File: src/rtl/shift_seq_pkg.sv
// Shared widths, shift opcodes and sequencer states for the MIX shift sequencer.
package shift_seq_pkg;

    localparam int unsigned FIELD_W = 4;
    localparam int unsigned M_W     = 12;
    localparam int unsigned CNT_W   = 4;

    typedef enum logic [FIELD_W-1:0] {
        SH_SLA  = 4'd0,
        SH_SRA  = 4'd1,
        SH_SLAX = 4'd2,
        SH_SRAX = 4'd3,
        SH_SLC  = 4'd4,
        SH_SRC  = 4'd5
    } shift_op_e;

    typedef enum logic [1:0] {
        S_IDLE,
        S_SHIFT,
        S_DONE
    } state_e;

endpackage

File: src/rtl/shift_seq_if.sv
// Request/result bundle between the instruction decoder and the shift sequencer.
interface shift_seq_if
    import shift_seq_pkg::*;
#(
    parameter int unsigned BYTE_W     = 6,
    parameter int unsigned WORD_BYTES = 5
);
    localparam int unsigned WORD_W = BYTE_W * WORD_BYTES;

    logic               start;
    logic [FIELD_W-1:0] field;
    logic [M_W-1:0]     m;
    logic [WORD_W-1:0]  ina;
    logic [WORD_W-1:0]  inx;
    logic [WORD_W-1:0]  outa;
    logic [WORD_W-1:0]  outx;
    logic               busy;
    logic               done;
    logic               err;

    modport master (
        output start, field, m, ina, inx,
        input  outa, outx, busy, done, err
    );

    modport slave (
        input  start, field, m, ina, inx,
        output outa, outx, busy, done, err
    );

endinterface

File: src/rtl/shift_seq_count.sv
// Effective byte count for a shift request: clamped for SLA/SRA/SLAX/SRAX, mod 2W for rotates.
module shift_count
    import shift_seq_pkg::*;
#(
    parameter int unsigned WORD_BYTES = 5
) (
    input  logic [FIELD_W-1:0] field,
    input  logic [M_W-1:0]     m,
    output logic [CNT_W-1:0]   n,
    output logic               err
);
    localparam logic [M_W-1:0] ONE_W = M_W'(WORD_BYTES);
    localparam logic [M_W-1:0] TWO_W = M_W'(2 * WORD_BYTES);

    shift_op_e op;

    always_comb begin
        op  = shift_op_e'(field);
        n   = '0;
        err = 1'b0;
        case (op)
            SH_SLA, SH_SRA:   n = (m > ONE_W) ? CNT_W'(ONE_W) : CNT_W'(m);
            SH_SLAX, SH_SRAX: n = (m > TWO_W) ? CNT_W'(TWO_W) : CNT_W'(m);
            SH_SLC, SH_SRC:   n = CNT_W'(m % TWO_W);
            default:          err = 1'b1;
        endcase
    end

endmodule

File: src/rtl/shift_seq.sv
// MIX shift sequencer: captures rA/rX, then moves the 60-bit AX pair one byte per cycle.
module shift_seq
    import shift_seq_pkg::*;
#(
    parameter int unsigned BYTE_W     = 6,
    parameter int unsigned WORD_BYTES = 5
) (
    input  logic       clk,
    input  logic       rst_n,
    shift_seq_if.slave bus
);
    localparam int unsigned WORD_W = BYTE_W * WORD_BYTES;
    localparam int unsigned AX_W   = 2 * WORD_W;

    state_e           state;
    shift_op_e        op;
    logic [AX_W-1:0]  ax;
    logic [AX_W-1:0]  ax_next;
    logic [CNT_W-1:0] cnt;
    logic [CNT_W-1:0] n;
    logic             cnt_err;
    logic             busy_q;
    logic             done_q;
    logic             err_q;

    shift_count #(.WORD_BYTES(WORD_BYTES)) u_count (
        .field (bus.field),
        .m     (bus.m),
        .n     (n),
        .err   (cnt_err)
    );

    // A occupies the upper word of AX; SLA/SRA touch only that half.
    always_comb begin
        ax_next = ax;
        case (op)
            SH_SLA:  ax_next[AX_W-1 -: WORD_W] = {ax[AX_W-BYTE_W-1 -: WORD_W-BYTE_W], {BYTE_W{1'b0}}};
            SH_SRA:  ax_next[AX_W-1 -: WORD_W] = {{BYTE_W{1'b0}}, ax[AX_W-1 -: WORD_W-BYTE_W]};
            SH_SLAX: ax_next = ax << BYTE_W;
            SH_SRAX: ax_next = ax >> BYTE_W;
            SH_SLC:  ax_next = {ax[AX_W-BYTE_W-1:0], ax[AX_W-1 -: BYTE_W]};
            SH_SRC:  ax_next = {ax[BYTE_W-1:0], ax[AX_W-1:BYTE_W]};
            default: ax_next = ax;
        endcase
    end

    always_ff @(posedge clk or negedge rst_n) begin
        if (!rst_n) begin
            state  <= S_IDLE;
            op     <= SH_SLA;
            ax     <= '0;
            cnt    <= '0;
            busy_q <= 1'b0;
            done_q <= 1'b0;
            err_q  <= 1'b0;
        end else begin
            case (state)
                S_IDLE: begin
                    if (bus.start) begin
                        ax     <= {bus.ina, bus.inx};
                        op     <= shift_op_e'(bus.field);
                        cnt    <= n;
                        busy_q <= 1'b1;
                        err_q  <= cnt_err;
                        if (n != '0 && !cnt_err) begin
                            state <= S_SHIFT;
                        end else begin
                            state  <= S_DONE;
                            done_q <= 1'b1;
                        end
                    end
                end
                S_SHIFT: begin
                    ax  <= ax_next;
                    cnt <= cnt - CNT_W'(1);
                    if (cnt == CNT_W'(1)) begin
                        state  <= S_DONE;
                        done_q <= 1'b1;
                    end
                end
                S_DONE: begin
                    state  <= S_IDLE;
                    busy_q <= 1'b0;
                    done_q <= 1'b0;
                    err_q  <= 1'b0;
                end
                default: state <= S_IDLE;
            endcase
        end
    end

    assign bus.outa = ax[AX_W-1 -: WORD_W];
    assign bus.outx = ax[WORD_W-1:0];
    assign bus.busy = busy_q;
    assign bus.done = done_q;
    assign bus.err  = err_q;

endmodule
File: src/flat_wrapper.sv
// flat-port wrapper written by rule: the top's interface ports become plain ports
module shift_seq_flat import shift_seq_pkg::*;
#(
    parameter int unsigned BYTE_W     = 6,
    parameter int unsigned WORD_BYTES = 5
)
  (clk, rst_n, bus_start, bus_field, bus_m, bus_ina, bus_inx, bus_outa, bus_outx, bus_busy, bus_done, bus_err);
  shift_seq_if #(.BYTE_W(BYTE_W), .WORD_BYTES(WORD_BYTES)) bus_i ();
  input  logic clk;
  input  logic rst_n;
  input wire logic [$bits(bus_i.start)-1:0] bus_start;
  input wire logic [$bits(bus_i.field)-1:0] bus_field;
  input wire logic [$bits(bus_i.m)-1:0] bus_m;
  input wire logic [$bits(bus_i.ina)-1:0] bus_ina;
  input wire logic [$bits(bus_i.inx)-1:0] bus_inx;
  output wire logic [$bits(bus_i.outa)-1:0] bus_outa;
  output wire logic [$bits(bus_i.outx)-1:0] bus_outx;
  output wire logic [$bits(bus_i.busy)-1:0] bus_busy;
  output wire logic [$bits(bus_i.done)-1:0] bus_done;
  output wire logic [$bits(bus_i.err)-1:0] bus_err;
  assign bus_i.start = bus_start;
  assign bus_i.field = bus_field;
  assign bus_i.m = bus_m;
  assign bus_i.ina = bus_ina;
  assign bus_i.inx = bus_inx;
  assign bus_outa = bus_i.outa;
  assign bus_outx = bus_i.outx;
  assign bus_busy = bus_i.busy;
  assign bus_done = bus_i.done;
  assign bus_err = bus_i.err;
  shift_seq #(.BYTE_W(BYTE_W), .WORD_BYTES(WORD_BYTES)) u_core (.clk(clk), .rst_n(rst_n), .bus(bus_i));
endmodule
File: config.mk
export PLATFORM = sky130hd
export DESIGN_NAME = shift_seq_flat
export DESIGN_NICKNAME = d
export VERILOG_FILES = /design/src/rtl/shift_seq_pkg.sv /design/src/rtl/shift_seq_if.sv /design/src/rtl/shift_seq_count.sv /design/src/rtl/shift_seq.sv /design/src/flat_wrapper.sv
export SDC_FILE = /design/constraint.sdc
export NUM_CORES = 1
export LEC_CHECK = 0
export BUFFER_PORTS_ARGS = -buffer_cell sky130_fd_sc_hd__buf_2
export CAP_MARGIN = 20
export CORE_MARGIN = 2
export CORE_UTILIZATION = 35
export CTS_CLUSTER_DIAMETER = 30
export DETAILED_ROUTE_END_ITERATION = 10
export PLACE_DENSITY = 0.67
export SYNTH_ARGS = -nofsm -noshare
export SYNTH_HDL_FRONTEND = slang
export SYNTH_SLANG_ARGS = --single-unit
File: constraint.sdc
create_clock -name clk -period 4.82 [get_ports clk]
set_input_delay 0.723 -clock clk [delete_from_list [all_inputs] [get_ports clk]]
set_output_delay 0.723 -clock clk [all_outputs]
set_load 0.03 [all_outputs]
==> impl_metrics.toml <==
[timing]
rsz0062_at_grt = "no"
tns_ns = 0
fmax_mhz = 223
fin_worst_skew_ns = 0.00550
finalHoldViolations = 0
tightestPinTransition_ns = 1.08
finalCritPeriodShare_pct = 93.0
fin_crit_ns = 4.48
finalMaxSlewViolations = 0
finalSetupViolCount = 0
maxSlewHeadroom_pct = 28.1

[synth]
synth_area_leaders = "dfrtp_1, nand2_1, o21ai_0"
yosysMostFrequentCell = "nand2_1"
synth-warning-count = 0
synth.top_cells.by_count = "nand2_1, o21ai_0, a21oi_1, dfrtp_1, nor2_1"
ys_async_sr_fraction_pct = 100
syn_area_per_cell_um2 = 7.73
syn_inst = 700
yosys.area_share.simple_pct = 23.5
synth_mux_area_share_pct = 6.29
synth_top_family_by_area = "compound AO/OA/AOI/OAI gates"
ys_seq_area_share_pct = 33.8
ys.flop_type = "dfrtp_1"
synth-adder-area-share_pct = 0.694
syn-num-nets = 782
synth-seq-cells = 73
synth_xor_area_share_pct = 1.62
synth_area_mm2 = 0.00541
synth-compound-area-share_pct = 28.7
synth_top_cell_by_area = "dfrtp_1"
synth_top_area_share_pct = 33.8
synth_enable_flop_cells = 0
yosysUniqueCellTypes = 76

[power_and_ir_drop]
leakage_nw = 2.92
powerDensity_mw_per_mm2 = 663
total_power_mw = 4.38
vdd_drop_max_v = 0.000362

[floorplanning]
rows = 45
io_pins = 142
core_mm2 = 0.0151
die_h_um = 128
die_w_um = 128
start_util_pct = 35.7
die-area_mm2 = 0.0165

[setup_path]
reg2reg_to = "u_core.ax[9]"
crit_arrival_ns = 4.70
start_kind = "input pin"
r2r_start = "u_core.state[1]"
path_max_fanout = 17
cp_slowest_cell = "mux4_2"
max_stage_delay_ns = 0.52
crit_path_end_kind = "register"
crit_path_cell_trace = "buf_2 -> nor3b_1 -> o22a_1 -> o22a_1 -> nand2_1 -> and2_1 -> mux4_2 -> a211o_1 -> o22ai_1 -> nand4_1 -> xnor2_1 -> ha_1 -> nor2_1 -> nand4_1 -> and3_1 -> o211a_1 -> nor4b_4 -> a221o_1"
rr_worst_depth = 6
crit_type = "input pin to register"
r2r_slack_ns = 2.48
worstPathRequired_ns = 5.03

[global_routing]
grt_usage_pct = 19.6
overflow = 0
first_global_vias = 4920
grt_pass1_wl_um = 26200
grt_max_degree = 109
antenna_found_initial = 2

[clock_tree]
ctsResizeCount = 0
cts.sinks = 73
clockBufferDepth = 2
postCtsSetupBuffers = 0
clk_latency_ns = 0.33
cts_made_buffers = 9
cts_root_buffer = "clkbuf_16"
clkTransAtPathRegs_ns = 0.06
hold_buffers = 0
htree_levels = 3
cts_tree = "built"

[drt]
drt-vias-per-instance = 5.53
drc = 0
first_pass_iters = 5
postRouteAntennaNets = 0
first_iter_violations = 369
wl_um = 16700
post_drt_wl_per_cell_um = 16.5
dr_total_vias = 5590

[cells_and_area]
fin_nets = 900
area_growth_pct = 22.2
antennaDiodeCount = 0
n_fill_cell = 1510
drive_gt1_share_pct = 24.2
design_area_mm2 = 0.00661

[place]
io_buffers = 141
place_area_mm2 = 0.00627
place_congestion = 0.918
dp_hpwl_um = 12200

[run]
max-cap-violations = 0

[worst_hold_path]
holdCritPathClass = "input pin to asynchronous set/reset pin"

[status]
status = "completed"
metal layers:
| metal | track usage [%] | part of all wire, % | vias to the layer above |
|---|---|---|---|
| met2 | 29.0 | 44 | 169 |
| met3 | 3.37 | 5.4 | 15 |
| met1 | 30.0 | 49 | 2638 |
| met5 | 0 | 0.078 | - |
| met4 | 4.14 | 1.3 | 2 |
| li1 | - | - | 2766 |
how the worst max path moves through the flow:
| stage | from | to | slack [ns] | depth (start not counted) |
|---|---|---|---|---|
| 2_1_floorplan | bus_m[9] | u_core.bus.done | 0.42 | 18 |
| 3_3_place_gp | bus_m[9] | u_core.bus.done | 0.16 | 17 |
| 3_5_place_dp | bus_m[9] | u_core.bus.done | 0.04 | 18 |
| 4_1_cts | bus_m[9] | u_core.bus.done | 0.39 | 18 |
| 5_1_grt | bus_m[10] | u_core.bus.done | 0.03 | 17 |
| 6_report | bus_m[9] | u_core.bus.done | 0.34 | 18 |
flip-flops by register name, indices dropped and copies added (netlist names):
| name | count |
|---|---|
| u_core.ax | 60 |
| u_core.cnt | 4 |
| u_core.op | 4 |
| u_core.state | 2 |
| u_core.bus.busy | 1 |
| u_core.bus.done | 1 |
| u_core.bus.err | 1 |
worst max-delay path, delay by kind of cell:
| family | cells | cell delay [ns] |
|---|---|---|
| compound gates | 6 | 1.34 |
| mux | 1 | 0.52 |
| buf+inv | 1 | 0.27 |
| xor+xnor | 1 | 0.18 |
| simple gates | 8 | 1.45 |
| fa+ha+maj | 1 | 0.20 |
metrics by stage:
| stage | hold WS (ns) | cells | utilization [%] | setup WS, ns |
|---|---|---|---|---|
| floorplan | 0.427 | 700 | - | 0.417 |
| global placement | 0.509 | 992 | 41.4 | 0.161 |
| detailed placement | 0.512 | 992 | 41.4 | 0.0437 |
| CTS | 0.528 | 1008 | 43.3 | 0.390 |
| global route | 0.565 | 1011 | 43.6 | 0.0269 |
| finish | 0.511 | 1011 | 43.6 | 0.336 |
area by class of cell:
type                    instances  area (um2)  share of cell area (%)
well taps                     188         235                    3.56
inverters                      10        37.5                   0.568
repair buffers                161         883                    13.4
flip-flops and latches         73        1830                    27.6
clock inverters                 3        40.0                   0.606
clock buffers                  13         250                    3.79
multi-input cells             563        3340                    50.5
kinds of logic after synthesis:
family,Yosys count
AOI/OAI and AO/OA,248
buffers and inverters,64
xor gates and xnor gates,10
muxes,32
DFF,73
and+or+nand+nor,270
adders and majority gates,3
cell usage in the layout (no fill, tap or decap), types with 4 or more instances in the layout:
| cell type | count |
|---|---|
| clkbuf_16 | 9 |
| inv_1 | 10 |
| xnor2_1 | 6 |
| xor2_1 | 4 |
| nor3b_1 | 5 |
| buf_4 | 18 |
| a21oi_1 | 77 |
| nor2_1 | 52 |
| a221o_1 | 19 |
| nand3_1 | 11 |
| nand3b_1 | 4 |
| mux2i_1 | 28 |
| nand4_1 | 6 |
| nor3_1 | 11 |
| buf_2 | 141 |
| nand2_1 | 134 |
| nand2b_1 | 6 |
| o21ai_0 | 94 |
| and2_1 | 8 |
| o22ai_1 | 5 |
| dfrtp_1 | 73 |
| o211ai_1 | 4 |
report_power, final:
part / leakage (nW) / internal (mW) / switching (mW)
Combinational: 1.88 / 0.795 / 1.60
Sequential: 0.899 / 0.920 / 0.404
Clock: 0.144 / 0.414 / 0.246
Total: 2.92 / 2.13 / 2.25
Power figures use the tool's default switching activity.
